==> src/rtl/clock_enable_pkg.sv <==
// Shared constants, config struct and helpers for the clock-enable generator.
package clock_enable_pkg;

  localparam int unsigned CFG_W    = 28;
  localparam int unsigned DEF_DIV  = 4;
  localparam int unsigned DEF_HIGH = 1;

  typedef struct packed {
    logic [CFG_W-1:0] div;
    logic [CFG_W-1:0] high;
  } cfg_t;

  // A zero period is meaningless; treat it as divide-by-one.
  function automatic logic [CFG_W-1:0] sanitize_div(input logic [CFG_W-1:0] div);
    return (div == '0) ? CFG_W'(1) : div;
  endfunction

endpackage

==> src/rtl/clock_enable_channel.sv <==
// One divider channel: counter, active/shadow period registers and registered outputs.
module clock_enable_channel
  import clock_enable_pkg::*;
#(
  parameter int unsigned CNT_W        = CFG_W,
  parameter int unsigned DEFAULT_DIV  = DEF_DIV,
  parameter int unsigned DEFAULT_HIGH = DEF_HIGH
) (
  input  logic clock_in,
  input  logic reset_n,
  input  logic enable,
  input  logic restart,
  input  logic load,
  input  cfg_t cfg,
  output logic pending,
  output logic clock_out,
  output logic tick_out
);

  localparam logic [CNT_W-1:0] RstDiv  = (DEFAULT_DIV == 0) ? CNT_W'(1) : CNT_W'(DEFAULT_DIV);
  localparam logic [CNT_W-1:0] RstHigh = CNT_W'(DEFAULT_HIGH);

  logic [CNT_W-1:0] cnt_q, cnt_d;
  logic [CNT_W-1:0] div_act_q, div_act_d;
  logic [CNT_W-1:0] high_act_q, high_act_d;
  logic [CNT_W-1:0] shadow_div_q, shadow_div_d;
  logic [CNT_W-1:0] shadow_high_q, shadow_high_d;
  logic             pending_q, pending_d;
  logic             clock_q, clock_d;
  logic             tick_q, tick_d;
  logic             wrap;
  logic [CFG_W-1:0] load_div;

  // div_act is never zero, so the subtraction cannot underflow.
  assign wrap     = cnt_q >= (div_act_q - CNT_W'(1));
  assign load_div = sanitize_div(cfg.div);

  always_comb begin
    cnt_d         = cnt_q;
    div_act_d     = div_act_q;
    high_act_d    = high_act_q;
    shadow_div_d  = shadow_div_q;
    shadow_high_d = shadow_high_q;
    pending_d     = pending_q;
    clock_d       = 1'b0;
    tick_d        = 1'b0;

    if (enable) begin
      clock_d = cnt_q < high_act_q;
      tick_d  = cnt_q == '0;
      cnt_d   = wrap ? '0 : cnt_q + CNT_W'(1);
      if (wrap && pending_q) begin
        div_act_d  = shadow_div_q;
        high_act_d = shadow_high_q;
        pending_d  = 1'b0;
      end
    end

    if (restart) begin
      cnt_d = '0;
      if (pending_q) begin
        div_act_d  = shadow_div_q;
        high_act_d = shadow_high_q;
        pending_d  = 1'b0;
      end
    end

    // A load never meets a pending channel, so it only ever lands in an idle shadow.
    if (load) begin
      shadow_div_d  = CNT_W'(load_div);
      shadow_high_d = CNT_W'(cfg.high);
      pending_d     = 1'b1;
    end
  end

  always_ff @(posedge clock_in or negedge reset_n) begin
    if (!reset_n) begin
      cnt_q         <= '0;
      div_act_q     <= RstDiv;
      high_act_q    <= RstHigh;
      shadow_div_q  <= RstDiv;
      shadow_high_q <= RstHigh;
      pending_q     <= 1'b0;
      clock_q       <= 1'b0;
      tick_q        <= 1'b0;
    end else begin
      cnt_q         <= cnt_d;
      div_act_q     <= div_act_d;
      high_act_q    <= high_act_d;
      shadow_div_q  <= shadow_div_d;
      shadow_high_q <= shadow_high_d;
      pending_q     <= pending_d;
      clock_q       <= clock_d;
      tick_q        <= tick_d;
    end
  end

  assign pending   = pending_q;
  assign clock_out = clock_q;
  assign tick_out  = tick_q;

endmodule

==> src/rtl/clock_enable_gen.sv <==
// Multi-channel programmable clock-enable generator with a valid/ready config port.
module clock_enable_gen
  import clock_enable_pkg::*;
#(
  parameter int unsigned NUM_CH       = 2,
  parameter int unsigned CNT_W        = CFG_W,
  parameter int unsigned DEFAULT_DIV  = DEF_DIV,
  parameter int unsigned DEFAULT_HIGH = DEF_HIGH,
  parameter int unsigned CH_W         = (NUM_CH > 1) ? $clog2(NUM_CH) : 1
) (
  input  logic              clock_in,
  input  logic              reset_n,
  input  logic              enable,
  input  logic              sync_restart,
  input  logic              cfg_valid,
  output logic              cfg_ready,
  input  logic [CH_W-1:0]   cfg_ch,
  input  logic [CNT_W-1:0]  cfg_div,
  input  logic [CNT_W-1:0]  cfg_high,
  output logic [NUM_CH-1:0] cfg_pending,
  output logic [NUM_CH-1:0] clock_out,
  output logic [NUM_CH-1:0] tick_out
);

  cfg_t              cfg;
  logic [NUM_CH-1:0] load;

  always_comb begin
    cfg.div  = CFG_W'(cfg_div);
    cfg.high = CFG_W'(cfg_high);
  end

  // Out-of-range channels fall through with ready high and no load strobe.
  always_comb begin
    cfg_ready = 1'b1;
    for (int i = 0; i < NUM_CH; i++) begin
      if (cfg_ch == CH_W'(i)) cfg_ready = ~cfg_pending[i];
    end
  end

  for (genvar g = 0; g < NUM_CH; g++) begin : g_ch
    assign load[g] = cfg_valid & cfg_ready & (cfg_ch == CH_W'(g));

    clock_enable_channel #(
      .CNT_W        (CNT_W),
      .DEFAULT_DIV  (DEFAULT_DIV),
      .DEFAULT_HIGH (DEFAULT_HIGH)
    ) u_ch (
      .clock_in  (clock_in),
      .reset_n   (reset_n),
      .enable    (enable),
      .restart   (sync_restart),
      .load      (load[g]),
      .cfg       (cfg),
      .pending   (cfg_pending[g]),
      .clock_out (clock_out[g]),
      .tick_out  (tick_out[g])
    );
  end

endmodule

==> config.mk <==
export PLATFORM = sky130hd
export DESIGN_NAME = clock_enable_gen
export DESIGN_NICKNAME = d
export VERILOG_FILES = /design/src/rtl/clock_enable_pkg.sv /design/src/rtl/clock_enable_channel.sv /design/src/rtl/clock_enable_gen.sv
export SDC_FILE = /design/constraint.sdc
export NUM_CORES = 1
export LEC_CHECK = 0
export BUFFER_PORTS_ARGS = -buffer_cell sky130_fd_sc_hd__buf_4
export CAP_MARGIN = 20
export CORE_MARGIN = 4
export CORE_UTILIZATION = 62
export DETAILED_ROUTE_END_ITERATION = 10
export GPL_TIMING_DRIVEN = 1
export HOLD_SLACK_MARGIN = 0.1
export PLACE_DENSITY = 0.87
export SYNTH_ARGS = -nofsm -noshare
export SYNTH_HDL_FRONTEND = slang
export SYNTH_SLANG_ARGS = --single-unit
==> constraint.sdc <==
create_clock -name clock_in -period 5.3 [get_ports clock_in]
set_clock_uncertainty 0.05 [all_clocks]
set_input_delay 1.06 -clock clock_in [delete_from_list [all_inputs] [get_ports clock_in]]
set_output_delay 1.06 -clock clock_in [all_outputs]
set_load 0.01 [all_outputs]
Word level (Yosys, flattened, before mapping)
Index checks and enable logic that the tools add are counted.
{"block": "word_totals", "ff_bits": 286, "latchBits": 0, "ramBits": 0, "romBits": 0, "in_bits": 62, "output_inout_bits": 7, "wordCells": 74, "mem_count": 0}
{"block": "classes", "addsub": 4, "n_mul": 0, "n_div": 0, "n_lt_le_gt_ge": 4, "eq_ne": 0, "shifts": 0, "n_mux": 38, "bitwise_logic": 6, "reduce_logical": 6}
{"op": "28-bit two-way mux", "count": 23}
{"op": "28-bit logical NOT", "count": 3}
{"op": "28-bit by 1-bit adder with 28-bit output (second input constant)", "count": 2}
{"op": "28-bit greater-or-equal comparator", "count": 2}
{"op": "28-bit < comparator", "count": 2}
{"op": "28-bit by 1-bit subtractor with 28-bit output (second input constant)", "count": 2}
{"op": "1-bit two-way mux", "count": 15}
{"op": "1-bit bitwise AND", "count": 3}
{"op": "1-bit NOT", "count": 3}
{"op": "1-bit logical AND", "count": 2}
{"op": "2-bit nonzero test", "count": 1}

Depth between registers and ports, before layout
{"block": "logic_depth", "depth_word": 8, "depth_mapped": 18}

By module
From an unflattened synthesis, not the netlist that was laid out.
{"block": "hier_totals", "hier_cells": 1323, "area_unflattened_um2": 15647.5}
{"module": "clock_enable_channel at g_ch[0].u_ch", "n_inst": 1, "cells_each": 662, "area_per_inst_um2": 7856.3, "seq_area_each_um2": 3583.4}
{"module": "clock_enable_channel at g_ch[1].u_ch", "n_inst": 1, "cells_each": 658, "area_per_inst_um2": 7764.9, "seq_area_each_um2": 3583.4}
{"module": "clock_enable_gen", "n_inst": 1, "cells_each": 3, "area_per_inst_um2": 26.3, "seq_area_each_um2": 0.0}

Least setup slack after synthesis
OpenSTA, ideal clock, no wires.
{"block": "synth_timing", "kind": "reg2reg", "start": "reg g_ch[0].u_ch.div_act_q[7]", "end": "reg g_ch[0].u_ch.div_act_q[14]", "arrival_time_ns": 4.225, "required_time_ns": 5.125, "setup_slack_ns": 0.900, "path_stages_with_launch": 17, "synth_period_minus_slack_ns": 4.400, "cell_sequence": "dfrtp_1 > or4_4 > or4_4 > or3_4 > nor2_4 > nand3b_1 > xor2_1 > ha_1 > nand4_1 > nor4_1 > nand2_1 > o211a_1 > clkbuf_1 > a21oi_1 > buf_2 > buf_4 > mux2_2"}
{"block": "synth_via", "elab_chain_len": 7}
{"element": "from (decl)", "line": "clock_enable_channel.sv:24", "rtl": "logic [CNT_W-1:0] div_act_q, div_act_d;"}
{"element": "from (signal assigned)", "line": "clock_enable_channel.sv:79", "rtl": "div_act_q <= RstDiv;"}
{"element": "from (signal assigned)", "line": "clock_enable_channel.sv:88", "rtl": "div_act_q <= div_act_d;"}
{"element": "28-bit by 1-bit subtractor with 28-bit output *", "line": "clock_enable_channel.sv:35", "rtl": "assign wrap = cnt_q >= (div_act_q - CNT_W'(1));"}
{"element": "28-bit greater-or-equal comparator *", "line": "clock_enable_channel.sv:35"}
{"element": "1-bit logical AND *", "line": "clock_enable_channel.sv:52", "rtl": "if (wrap && pending_q) begin"}
{"element": "28-bit two-way mux *", "line": "clock_enable_channel.sv:52"}
{"element": "28-bit two-way mux *", "line": "clock_enable_channel.sv:48", "rtl": "if (enable) begin"}
{"element": "28-bit two-way mux", "line": "clock_enable_channel.sv:61", "rtl": "if (pending_q) begin"}
{"element": "28-bit two-way mux *", "line": "clock_enable_channel.sv:59", "rtl": "if (restart) begin"}
{"element": "named net g_ch[0].u_ch.div_act_d[14]", "line": "clock_enable_channel.sv:24"}
The timed path passes the listed nets; every way through them passes the cells marked *.
A chain may end at the register's enable or synchronous reset.

Worst setup path after layout
{"block": "layout_timing", "start": "reg g_ch[1].u_ch.div_act_q[3]", "end": "reg g_ch[1].u_ch.high_act_q[24]"}
{"block": "layout_via", "elab_chain_len": 7}
{"element": "from (decl)", "line": "clock_enable_channel.sv:24"}
{"element": "from (signal assigned)", "line": "clock_enable_channel.sv:79"}
{"element": "from (signal assigned)", "line": "clock_enable_channel.sv:88"}
{"element": "28-bit by 1-bit subtractor with 28-bit output *", "line": "clock_enable_channel.sv:35"}
{"element": "28-bit greater-or-equal comparator *", "line": "clock_enable_channel.sv:35"}
{"element": "1-bit logical AND *", "line": "clock_enable_channel.sv:52"}
{"element": "28-bit two-way mux *", "line": "clock_enable_channel.sv:52"}
{"element": "28-bit two-way mux *", "line": "clock_enable_channel.sv:48"}
{"element": "28-bit two-way mux", "line": "clock_enable_channel.sv:61"}
{"element": "28-bit two-way mux *", "line": "clock_enable_channel.sv:59"}
{"element": "named net g_ch[1].u_ch.high_act_d[24]", "line": "clock_enable_channel.sv:25", "rtl": "logic [CNT_W-1:0] high_act_q, high_act_d;"}
{"element": "to (signal assigned)", "line": "clock_enable_channel.sv:80", "rtl": "high_act_q <= RstHigh;"}
{"element": "to (signal assigned)", "line": "clock_enable_channel.sv:89", "rtl": "high_act_q <= high_act_d;"}
{"element": "to (decl)", "line": "clock_enable_channel.sv:25"}
Marked as above.

==> results.toml <==
[run_status]
outcome = "finished clean"

[critical_path]
crit_required_ps = 5690
cp-end-kind = "register"
crit_arrival_ps = 5360
worstSetupStartpointType = "register"
path_delay_family = "simple AND/OR/NAND/NOR gates"
crit_fanout = 28
critPathBufInv = 1
cp_slowest_cell = "a2111oi_0"
criticalPathCategory = "reg -> reg"
worstPathCellList = "or3_1 -> or4_1 -> nor4_4 -> nand2_1 -> nor4_1 -> xnor2_1 -> ha_1 -> nand4_1 -> nor3_1 -> a2111oi_0 -> nand3b_1 -> o211ai_1 -> buf_4 -> mux2_2"
worst_path_largest_cell_delay_ps = 530

[clocking]
htree_levels = 1
cts_setup_buffers = 0
cts_root_buf = "clkbuf_16"
cts_tree = "yes"
clock_latency_ps = 560
ctsHoldBuffers = 0
numCtsBuffers = 29
clk_pin_slew_ps = 60
cts.path.max_buffers = 3
clock-sinks = 286
cts_resized = 0

[yosys]
seq_area_frac_synth_pct = 46.7
synthXorXnorAreaFrac_pct = 4.00
syn_area_sq_um = 15300
synth-edff-count = 0
synthArstFlopShare_pct = 100
yosys_warnings = 0
netlist_instances = 1352
yosys.area_share.simple_pct = 11.9
avgSynthCellArea_sq_um = 11.3
synth_area_leaders = "dfrtp_1, mux2_2, ha_1"
synth_mux_area_share_pct = 16.6
synth_top_family_by_area = "multiplexers"
ys_ff_latch = 286
yosysUniqueCellTypes = 64
syn_nets = 1530
post-synth-top-area-cell = "dfrtp_1"
synth_top_area_share_pct = 45.4
synthAdderAreaFrac_pct = 9.47
ys.flop_type = "dfrtp_1"
synth_compound_area_share_pct = 7.42

[floorplanning]
die_w_microns = 165
rows = 57
io-pin-count = 69
core_sq_um = 24300
die_h_microns = 165
initial_core_util_pct = 63.0
dieArea_sq_um = 27300

[global_routing]
grt_start_max_net_pins = 114
overflow = 0
grt_pass1_vias = 11200
grt_usage_pct = 27.5
antenna_found_initial = 1
grt_pass1_wl_microns = 59400

[route]
wl_per_cell_microns = 20.8
ant_nets = 0
via_count = 11000
drtPass1Iterations = 7
initialDrtViolationCount = 1119
vias_per_cell = 6.23
drc = 0
routed_wl_microns = 36600

[placement]
placed_cell_area_sq_um = 16100
place.gp.congestion = 0.903
place_hpwl_microns = 26100
port_buffers = 68

[timing]
fmax_mhz = 201
rsz0062_at_grt = "false"
final.setup.tns_ps = 0
slew_headroom_pct = 40.3
fin_crit_ps = 4970
finalHoldViolCount = 0
setup_viol = 0
finalCritPeriodShare_pct = 93.8
slew_violations = 0
worstMarginPinSlew_ps = 887

[cells_and_area]
fin_nets = 1591
drive_above_1_share_pct = 26.1
finish.instance_area_sq_um = 17100
insertedDiodeCount = 0
final_cell_mix = "dfrtp_1, mux2_2, ha_1"
areaGrowthSynthToFinish_pct = 11.3
final_common_cell = "dfrtp_1"

[pwr]
power_density_nw_per_um2 = 435
vdd_drop_max_uv = 358
leakage_nw = 7.57

[hold_path]
hold_path.class = "reg -> reg"

[run]
drv_cap = 0
-- worst reg2reg max path, delay by kind of cell (launching register included) --
kind	cells	cell delay, ps
AOI/OAI and AO/OA	2	850
xor gates and xnor gates	1	190
adders and majority gates	1	280
buffers and inverters	1	410
DFF	1	410
muxes	1	420
and+or+nand+nor	8	2250
-- routing by layer --
| layer | GRT usage [%] | part of all wire [%] | vias up |
|---|---|---|---|
| met4 | 8.73 | 3.2 | 2 |
| li1 | - | - | 5037 |
| met5 | 0 | 0.036 | - |
| met3 | 4.14 | 7.0 | 94 |
| met2 | 45.2 | 47 | 440 |
| met1 | 37.8 | 43 | 5384 |
-- power breakdown --
group | internal [mW] | switching, mW | total [mW] | leakage [nW]
sequential | 2.87 | 0.588 | 3.46 | 3.49
combinational | 1.06 | 0.909 | 1.97 | 3.63
clock | 1.13 | 0.858 | 1.99 | 0.442
-- final timing paths --
check | start | end | slack [ps] | depth (start not counted)
setup / recovery | g_ch[1].u_ch.div_act_q[3]$_DFF_PN0_ | g_ch[1].u_ch.high_act_q[24]$_DFF_PN0_ | 330 | 14
hold / removal | g_ch[0].u_ch.shadow_div_q[20]$_DFFE_PN0P_ | g_ch[0].u_ch.div_act_q[20]$_DFF_PN0_ | 440 | 1
setup reg to reg | g_ch[1].u_ch.div_act_q[3]$_DFF_PN0_ | g_ch[1].u_ch.high_act_q[24]$_DFF_PN0_ | 330 | 14
hold reg to reg | g_ch[0].u_ch.shadow_div_q[20]$_DFFE_PN0P_ | g_ch[0].u_ch.div_act_q[20]$_DFF_PN0_ | 440 | 1
max in group asynchronous | reset_n | g_ch[1].u_ch.shadow_div_q[22]$_DFFE_PN0P_ | 3480 | 2
min in group asynchronous | reset_n | g_ch[1].u_ch.shadow_high_q[9]$_DFFE_PN0P_ | 450 | 1
-- per-stage QoR --
stage	setup WS [ps]	util, %	hold slack (ps)	power [mW]	std cells
after global routing	32.5	70.2	463	7.88	1760
after floorplan	900	-	396	4.78	1352
after detailed placement	381	66.4	437	5.42	1706
final	331	70.2	445	7.42	1760
after global placement	616	66.4	422	5.23	1706
after CTS	380	70.2	449	7.45	1760
-- cells in the mapped netlist (all sizes together) (4+ instances only) --
cell type,number
a31oi,22
o21a,6
dfstp,8
nand3b,8
nand2,66
o21ai,30
inv,87
dfrtp,278
xnor2,50
or4,9
buf,28
nor2,63
nor4,33
ha,116
xor2,20
or3,9
and3,11
a21o,20
or2,4
o22ai,17
nand3,39
a211oi,5
nand4,38
o211ai,6
nor3,32
mux2,222
nand2b,10
clkbuf,23
mux2i,5
nor4b,4
a21oi,40
-- flip-flops by register name (all words and copies together) (netlist names) --
name	cells
g_ch.u_ch.cnt_q	56
g_ch.u_ch.div_act_q	56
g_ch.u_ch.high_act_q	56
g_ch.u_ch.shadow_high_q	56
g_ch.u_ch.clock_out	2
g_ch.u_ch.tick_out	2
g_ch.u_ch.shadow_div_q	56
g_ch.u_ch.pending	2
-- kinds of logic (layout without fill, tap and decap cells) --
| family | after synthesis | count (layout) |
|---|---|---|
| AO/OA/AOI/OAI | 176 | 176 |
| XOR/XNOR | 70 | 70 |
| adder cells (fa/ha/maj) | 116 | 116 |
| buffers and inverters | 138 | 222 |
| flip-flops | 286 | 286 |
| multiplexers | 227 | 227 |
| AND/OR/NAND/NOR | 339 | 339 |
-- final cells by class --
class / count / area, sq um
multi-input cells: 928 / 7610
fillers: 1671 / 7260
flip-flops and latches: 286 / 7170
clock buffers: 43 / 788
repair buffers: 81 / 641
well taps: 324 / 405
inverters: 87 / 327
clock inverters: 11 / 129
Power figures use the tool's default switching activity.
